<file path="config.mk">
export PLATFORM = sky130hd
export DESIGN_NAME = ex_mem_reg
export DESIGN_NICKNAME = d
export VERILOG_FILES = /design/src/rtl/core_pkg.sv /design/src/rtl/mem_align_chk.sv /design/src/rtl/ex_mem_reg.sv
export SDC_FILE = /design/constraint.sdc
export NUM_CORES = 1
export LEC_CHECK = 0
export ABC_AREA = 1
export ABC_CLOCK_PERIOD_IN_PS = 1600
export CORE_AREA = 4 4 182 184
export DETAILED_ROUTE_END_ITERATION = 16
export DIE_AREA = 0 0 186 188
export PLACE_DENSITY = 0.55
export SLEW_MARGIN = 10
export SYNTH_ARGS = -nofsm -noshare
export SYNTH_HDL_FRONTEND = slang
export SYNTH_SLANG_ARGS = --single-unit
export TNS_END_PERCENT = 1
</file>
<file path="constraint.sdc">
create_clock -name clk -period 1.6 [get_ports clk]
set_input_delay 0.4 -clock clk [delete_from_list [all_inputs] [get_ports clk]]
set_output_delay 0.4 -clock clk [all_outputs]
set_load 0.05 [all_outputs]
</file>
<file path="src/rtl/core_pkg.sv">
// Shared core constants: datapath width, result-select encodings and access sizes.
package core_pkg;

  localparam int XLEN = 64;

  localparam logic [1:0] RES_ALU  = 2'b00;
  localparam logic [1:0] RES_LOAD = 2'b01;
  localparam logic [1:0] RES_PC4  = 2'b10;

  // Low two bits of funct3 select the access size for loads and stores.
  localparam logic [1:0] SZ_B = 2'b00;
  localparam logic [1:0] SZ_H = 2'b01;
  localparam logic [1:0] SZ_W = 2'b10;
  localparam logic [1:0] SZ_D = 2'b11;

endpackage

</file>
<file path="src/rtl/mem_align_chk.sv">
// Flags a memory access whose address is not a multiple of its access size.
module mem_align_chk
  import core_pkg::*;
(
  input  logic [1:0] size,
  input  logic [2:0] addrLow,
  input  logic       isAccess,
  output logic       misaligned
);

  logic offFault;

  always_comb begin
    offFault = 1'b0;
    case (size)
      SZ_B:    offFault = 1'b0;
      SZ_H:    offFault = addrLow[0];
      SZ_W:    offFault = |addrLow[1:0];
      SZ_D:    offFault = |addrLow;
      default: offFault = 1'b0;
    endcase
    misaligned = isAccess & offFault;
  end

endmodule

</file>
<file path="src/rtl/ex_mem_reg.sv">
// EX/MEM pipeline register with misaligned-access squashing and optional
// performance counters (enabled by defining EXMEM_PERF_EN).
module ex_mem_reg
  import core_pkg::*;
#(
  parameter int XLEN   = core_pkg::XLEN,
  parameter int PERF_W = 32
) (
  input  logic              clk,
  input  logic              reset,
  input  logic              StallM,
  input  logic              FlushM,
  input  logic              ValidE,
  input  logic [XLEN-1:0]   ALUResultE,
  input  logic [XLEN-1:0]   WriteDataE,
  input  logic [XLEN-1:0]   PCPlus4E,
  input  logic [4:0]        RdE,
  input  logic              RegWriteE,
  input  logic              MemWriteE,
  input  logic [1:0]        ResultSrcE,
  input  logic [2:0]        funct3E,
  output logic              ValidM,
  output logic [XLEN-1:0]   ALUResultM,
  output logic [XLEN-1:0]   WriteDataM,
  output logic [XLEN-1:0]   PCPlus4M,
  output logic [4:0]        RdM,
  output logic              RegWriteM,
  output logic              MemWriteM,
  output logic [1:0]        ResultSrcM,
  output logic [2:0]        funct3M,
  output logic              MisalignM,
  output logic [PERF_W-1:0] PerfInstM,
  output logic [PERF_W-1:0] PerfBubbleM
);

  logic accessE;
  logic misalignE;

  assign accessE = MemWriteE | (ResultSrcE == RES_LOAD);

  mem_align_chk uAlign (
    .size       (funct3E[1:0]),
    .addrLow    (ALUResultE[2:0]),
    .isAccess   (accessE),
    .misaligned (misalignE)
  );

  // A misaligned access stays valid so it can trap, but must not write anything.
  always_ff @(posedge clk) begin
    if (reset) begin
      ValidM     <= 1'b0;
      ALUResultM <= '0;
      WriteDataM <= '0;
      PCPlus4M   <= '0;
      RdM        <= '0;
      RegWriteM  <= 1'b0;
      MemWriteM  <= 1'b0;
      ResultSrcM <= '0;
      funct3M    <= '0;
      MisalignM  <= 1'b0;
    end else if (FlushM) begin
      ValidM    <= 1'b0;
      RegWriteM <= 1'b0;
      MemWriteM <= 1'b0;
      MisalignM <= 1'b0;
    end else if (!StallM) begin
      ValidM     <= ValidE;
      ALUResultM <= ALUResultE;
      WriteDataM <= WriteDataE;
      PCPlus4M   <= PCPlus4E;
      RdM        <= RdE;
      ResultSrcM <= ResultSrcE;
      funct3M    <= funct3E;
      MisalignM  <= ValidE & misalignE;
      RegWriteM  <= ValidE & RegWriteE & ~misalignE;
      MemWriteM  <= ValidE & MemWriteE & ~misalignE;
    end
  end

`ifdef EXMEM_PERF_EN
  localparam logic [PERF_W-1:0] PerfMax = '1;
  localparam logic [PERF_W-1:0] PerfOne = {{(PERF_W-1){1'b0}}, 1'b1};

  logic [PERF_W-1:0] instCnt;
  logic [PERF_W-1:0] bubbleCnt;

  // Counters saturate; a flush counts as a bubble even while stalled.
  always_ff @(posedge clk) begin
    if (reset) begin
      instCnt   <= '0;
      bubbleCnt <= '0;
    end else if (FlushM) begin
      if (bubbleCnt != PerfMax) bubbleCnt <= bubbleCnt + PerfOne;
    end else if (!StallM) begin
      if (ValidE) begin
        if (instCnt != PerfMax) instCnt <= instCnt + PerfOne;
      end else begin
        if (bubbleCnt != PerfMax) bubbleCnt <= bubbleCnt + PerfOne;
      end
    end
  end

  assign PerfInstM   = instCnt;
  assign PerfBubbleM = bubbleCnt;
`else
  assign PerfInstM   = '0;
  assign PerfBubbleM = '0;
`endif

endmodule
</file>
## Word-level counts from Yosys, hierarchy flattened

Index checks and enable logic that the tools add are counted.

- Register bits: 206
- Output and inout bits: 270

- Equality and inequality tests: 4
- Mux-type cells: 1
- Bitwise operators: 10
- Reduce and logical (&&, ||, !) cells: 5

Operators by type and width:

| cell | count |
|---|---|
| 1-bit AND | 6 |
| 2-bit by 1-bit == test with 1-bit output, second input constant | 2 |
| 2-bit == test, second input constant | 2 |
| 1-bit case mux with 4 select lines | 1 |
| 2-bit OR reduction | 2 |
| 1-bit inverter | 3 |
| 3-bit OR reduction | 1 |
| 2-bit zero test | 1 |
| 2-bit AND reduction | 1 |
| 1-bit OR | 1 |

## Longest topological paths before layout

- Depth after elaboration: 5
- Depth in mapped cells: 7

## Cells and area by module

Synthesis repeated with hierarchy kept, for this count alone.

- Cells, all modules: 975
- Area total of the unflattened synthesis: 7,599.8 µm²

By module, submodules not included:

| module | times used | cells each | area each (µm²) | sequential area each (µm²) |
|---|---|---|---|---|
| ex_mem_reg | 1 | 966 | 7,566.0 | 4,124.0 |
| mem_align_chk | 1 | 9 | 33.8 | 0.0 |

## Least setup slack after synthesis

No wires, ideal clock.

- Kind: input port to flip-flop
- Start point: input StallM
- End point: register ALUResultM[10]
- Library setup time: 0.116 ns
- Arrival time: 1.009 ns
- Slack: 0.474 ns
- Stages on the path: 6
- Buffers on the path: 2
- Path through: nor2_4 inv_2 buf_6 buf_8 nor2_1 nor2_1

- Cells in the longest elaborated chain, start to end: 2

RTL lines:

| what | line | RTL |
|---|---|---|
| start, declared | ex_mem_reg.sv:11 | `input logic StallM,` |
| 1-bit inverter (no line) | -- |  |
| 2-bit AND reduction (no line) | -- |  |
| end signal, assigned | ex_mem_reg.sv:68 | `ALUResultM <= ALUResultE;` |
| end, declared | ex_mem_reg.sv:23 | `output logic [XLEN-1:0] ALUResultM,` |

No other way between the ends.
A chain may end at the register's enable or synchronous reset.

## Worst setup path in the final report

- Start point: register WriteDataM[23]
- End point: output WriteDataM[23]

RTL lines:

| what | line | RTL |
|---|---|---|
| start, declared | ex_mem_reg.sv:24 | `output logic [XLEN-1:0] WriteDataM,` |
| start signal, assigned | ex_mem_reg.sv:69 | `WriteDataM <= WriteDataE;` |

No word-level cell between the ends.

==> impl_metrics.json <==
{
  "synth_enable_flop_cells": 0,
  "ctsLongestPathBuffers": 3,
  "dominantRegCellSynth": "dfxtp_1",
  "finalNonFillerCells": 1803,
  "p_int_w": 0.0106,
  "die_width_um": 186,
  "floorplan.io_pins": 479,
  "cts_tree": "done",
  "wirelength_um": 28700,
  "synth_seq_area_share_pct": 53.0,
  "dp_cells": 1759,
  "ys.warnings.count": 0,
  "final.setup_skew_ns": 0,
  "drv_slew": 0,
  "top_layer_used": "met4",
  "post_route_cells_drive_above_1_share_pct": 20.4,
  "synth.top_cells.by_area": "dfxtp_1 53%, nor2_1 19%, o21ai_0 13%, buf_4 6.4%, buf_8 3.9%",
  "slowest_stage": "dfxtp_1",
  "critPathArrivalTime_ns": 1.09,
  "dr_total_vias": 7575,
  "wire_per_inst_um": 15.9,
  "synth_cell_types": 18,
  "crit_path_start_kind": "flop",
  "layout_worst_path_cycle_share_pct": 93.3,
  "post_cts_hold_buffer_count": 0,
  "postCtsResizedCells": 0,
  "hold_ws_ns": 0.446,
  "ctsRootBufferMaster": "clkbuf_16",
  "ant_nets": 0,
  "mean_instance_size_in_the_synthesized_netlist_sq_um": 8.02,
  "power.leakage_nw": 6.41,
  "areaGrowthSynthToFinish_pct": 92.7,
  "place_hpwl_um": 21700,
  "floorplan.rows": 65,
  "fp.dieArea_sq_mm": 0.0350,
  "io_buffer_count": 414,
  "critical-path-top-delay-family": "flip-flops",
  "drc": 0,
  "grt_first_pass_wirelength_um": 43000,
  "run_status": "finished, final reports clean",
  "first_pass_iters": 5,
  "syn_inst": 970,
  "clock_power_share_pct": 35.0,
  "timing.final.crit_period_ns": 1.49,
  "max_freq_ghz": 0.670,
  "postSynth.asyncResetShare_pct": 0,
  "cts-buffers-inserted": 25,
  "antenna_cells_inserted": 0,
  "fill_cells": 2928,
  "nNetsFinal": 1593,
  "worst_path_largest_cell_delay_ns": 0.41,
  "wl_met2_um": 13900,
  "die_height_um": 188,
  "p_sw_w": 0.00479,
  "crit_buf_inv": 1,
  "timing.hold.worst.class": "input pin to flop",
  "vdd_drop_max_mv": 0.633,
  "setup-violations-final": 0,
  "synth.most_common_cell": "nor2_1",
  "detailed_place.area_sq_mm": 0.0142,
  "critical_path_rt_ns": 1.20,
  "grt-ovfl-total": 0,
  "floorplan.initialDensity_pct": 24.8,
  "grt_setup_unrepaired": "false",
  "top_cells_by_count_synth": "402 x nor2_1, 206 x dfxtp_1, 203 x o21ai_0, 66 x buf_4, 24 x clkbuf_1",
  "synth_seq_cells": 206,
  "synth_top_area_share_pct": 53.0,
  "gr-usage-all-layers_pct": 15.4,
  "synth_area_sq_mm": 0.00778,
  "tritoncts_num_sinks": 206,
  "cell_by_cell_listing_of_the_critical_path": "buf_12",
  "synth_top_cell_by_area": "dfxtp_1",
  "number_of_antenna_violations_at_the_first_check_in_global_routing": 0,
  "postCtsSetupBuffers": 0,
  "cap_viol_max_count": 0,
  "place.gp.congestion": 0.792,
  "criticalPathCategory": "flop to primary output",
  "pin_count_of_the_biggest_net_entering_global_routing": 59,
  "crit_path_capture_type": "primary output",
  "sequentialPowerShare_pct": 37.8,
  "clock_tree.htree_level_count": 1,
  "clock_network_latency_to_the_later_pin_of_the_worst_skew_pair_ns": 0.53,
  "comb_power_share_pct": 27.2,
  "total_length_of_routed_met3_wires_um": 3170,
  "final_core_util_pct": 47.8,
  "cellPowerDensity_mw_per_mm2": 1030,
  "dr.first_iter.drc_count": 268,
  "worstPathMaxFanout": 2,
  "clk_transition_reported_paths_ns": 0.06,
  "report.final.hold_viol_count": 0,
  "swShare_pct": 31.1,
  "layout.cell_area.non_filler_sq_mm": 0.0150,
  "core_area_sq_mm": 0.0314,
  "routedLengthMet1_um": 10800,
  "routed_via_density": 4.20,
  "first_global_vias": 7434
}
[state kept, by name (all words and copies together), names as in the netlist]
name and flops:
MisalignM 1, ValidM 1, PCPlus4M 64, RegWriteM 1
funct3M 3, MemWriteM 1, ALUResultM 64, RdM 5
ResultSrcM 2, WriteDataM 64
[final cells by class]
type | count | area (sq um) | share of cell area, %
timing repair buffer | 454 | 6680 | 44.6
sequential | 206 | 4120 | 27.5
multi-input combinational | 690 | 2870 | 19.1
clock buffer | 39 | 738 | 4.92
tap | 402 | 503 | 3.35
clock inverter | 5 | 43.8 | 0.292
inverter | 7 | 33.8 | 0.225
[kinds of logic after synthesis]
group | count (synthesis) | synth area share [%]
simple gates | 416 | 20.2
buf+inv | 137 | 13.2
flops | 206 | 53.0
other cells | 1 | 0.0482
compound gates | 210 | 13.5
[final timing paths]
path	startpoint	endpoint	slack, ns	depth (start not counted)
hold / removal	ResultSrcE[0]	ResultSrcM[0]$_SDFFE_PP0P_	0.45	3
setup / recovery	WriteDataM[23]$_SDFFE_PP0P_	WriteDataM[23]	0.11	1
setup reg to reg	WriteDataM[11]$_SDFFE_PP0P_	WriteDataM[11]$_SDFFE_PP0P_	0.91	2
hold reg to reg	ValidM$_SDFFE_PP0N_	ValidM$_SDFFE_PP0N_	0.50	2
[layer usage]
layer  vias to the layer above  global-route usage, %
met5                         -                      0
met1                      3397                   17.1
li1                       3792                      -
met4                         0                   4.34
met3                        41                   6.83
met2                       345                   26.5
[layout by cell type (no fill, tap or decap), types with 5 or more instances in the layout]
master and instances:
buf_12 220, clkdlybuf4s50_1 208, clkbuf_8 6, buf_4 26, inv_1 5, nor2_1 402, a21oi_1 6, nand2_1 10
dfxtp_1 206, o21ai_0 203, conb_1 64, clkbuf_16 25, clkbuf_1 8
[through the flow]
step	total power, W	setup TNS (ns)	setup slack (ns)
3_3_place_gp	0.0101	-33.18	-0.218
4_1_cts	0.0157	0	0.0672
6_report	0.0154	0	0.106
3_5_place_dp	0.0101	-38.54	-0.253
2_1_floorplan	0.00792	0	0.474
5_1_grt	0.0160	0	0.0407
[power by group through the flow]
| stage | registers [W] | logic [W] | clock network (W) |
|---|---|---|---|
| after floorplan | 0.00690 | 0.00103 | 0 |
| after global placement | 0.00591 | 0.00419 | 0 |
| after detailed placement | 0.00592 | 0.00421 | 0 |
| after CTS | 0.00582 | 0.00422 | 0.00563 |
| after global routing | 0.00585 | 0.00439 | 0.00581 |
| final | 0.00581 | 0.00418 | 0.00539 |
(Power assumes the default switching activity.)
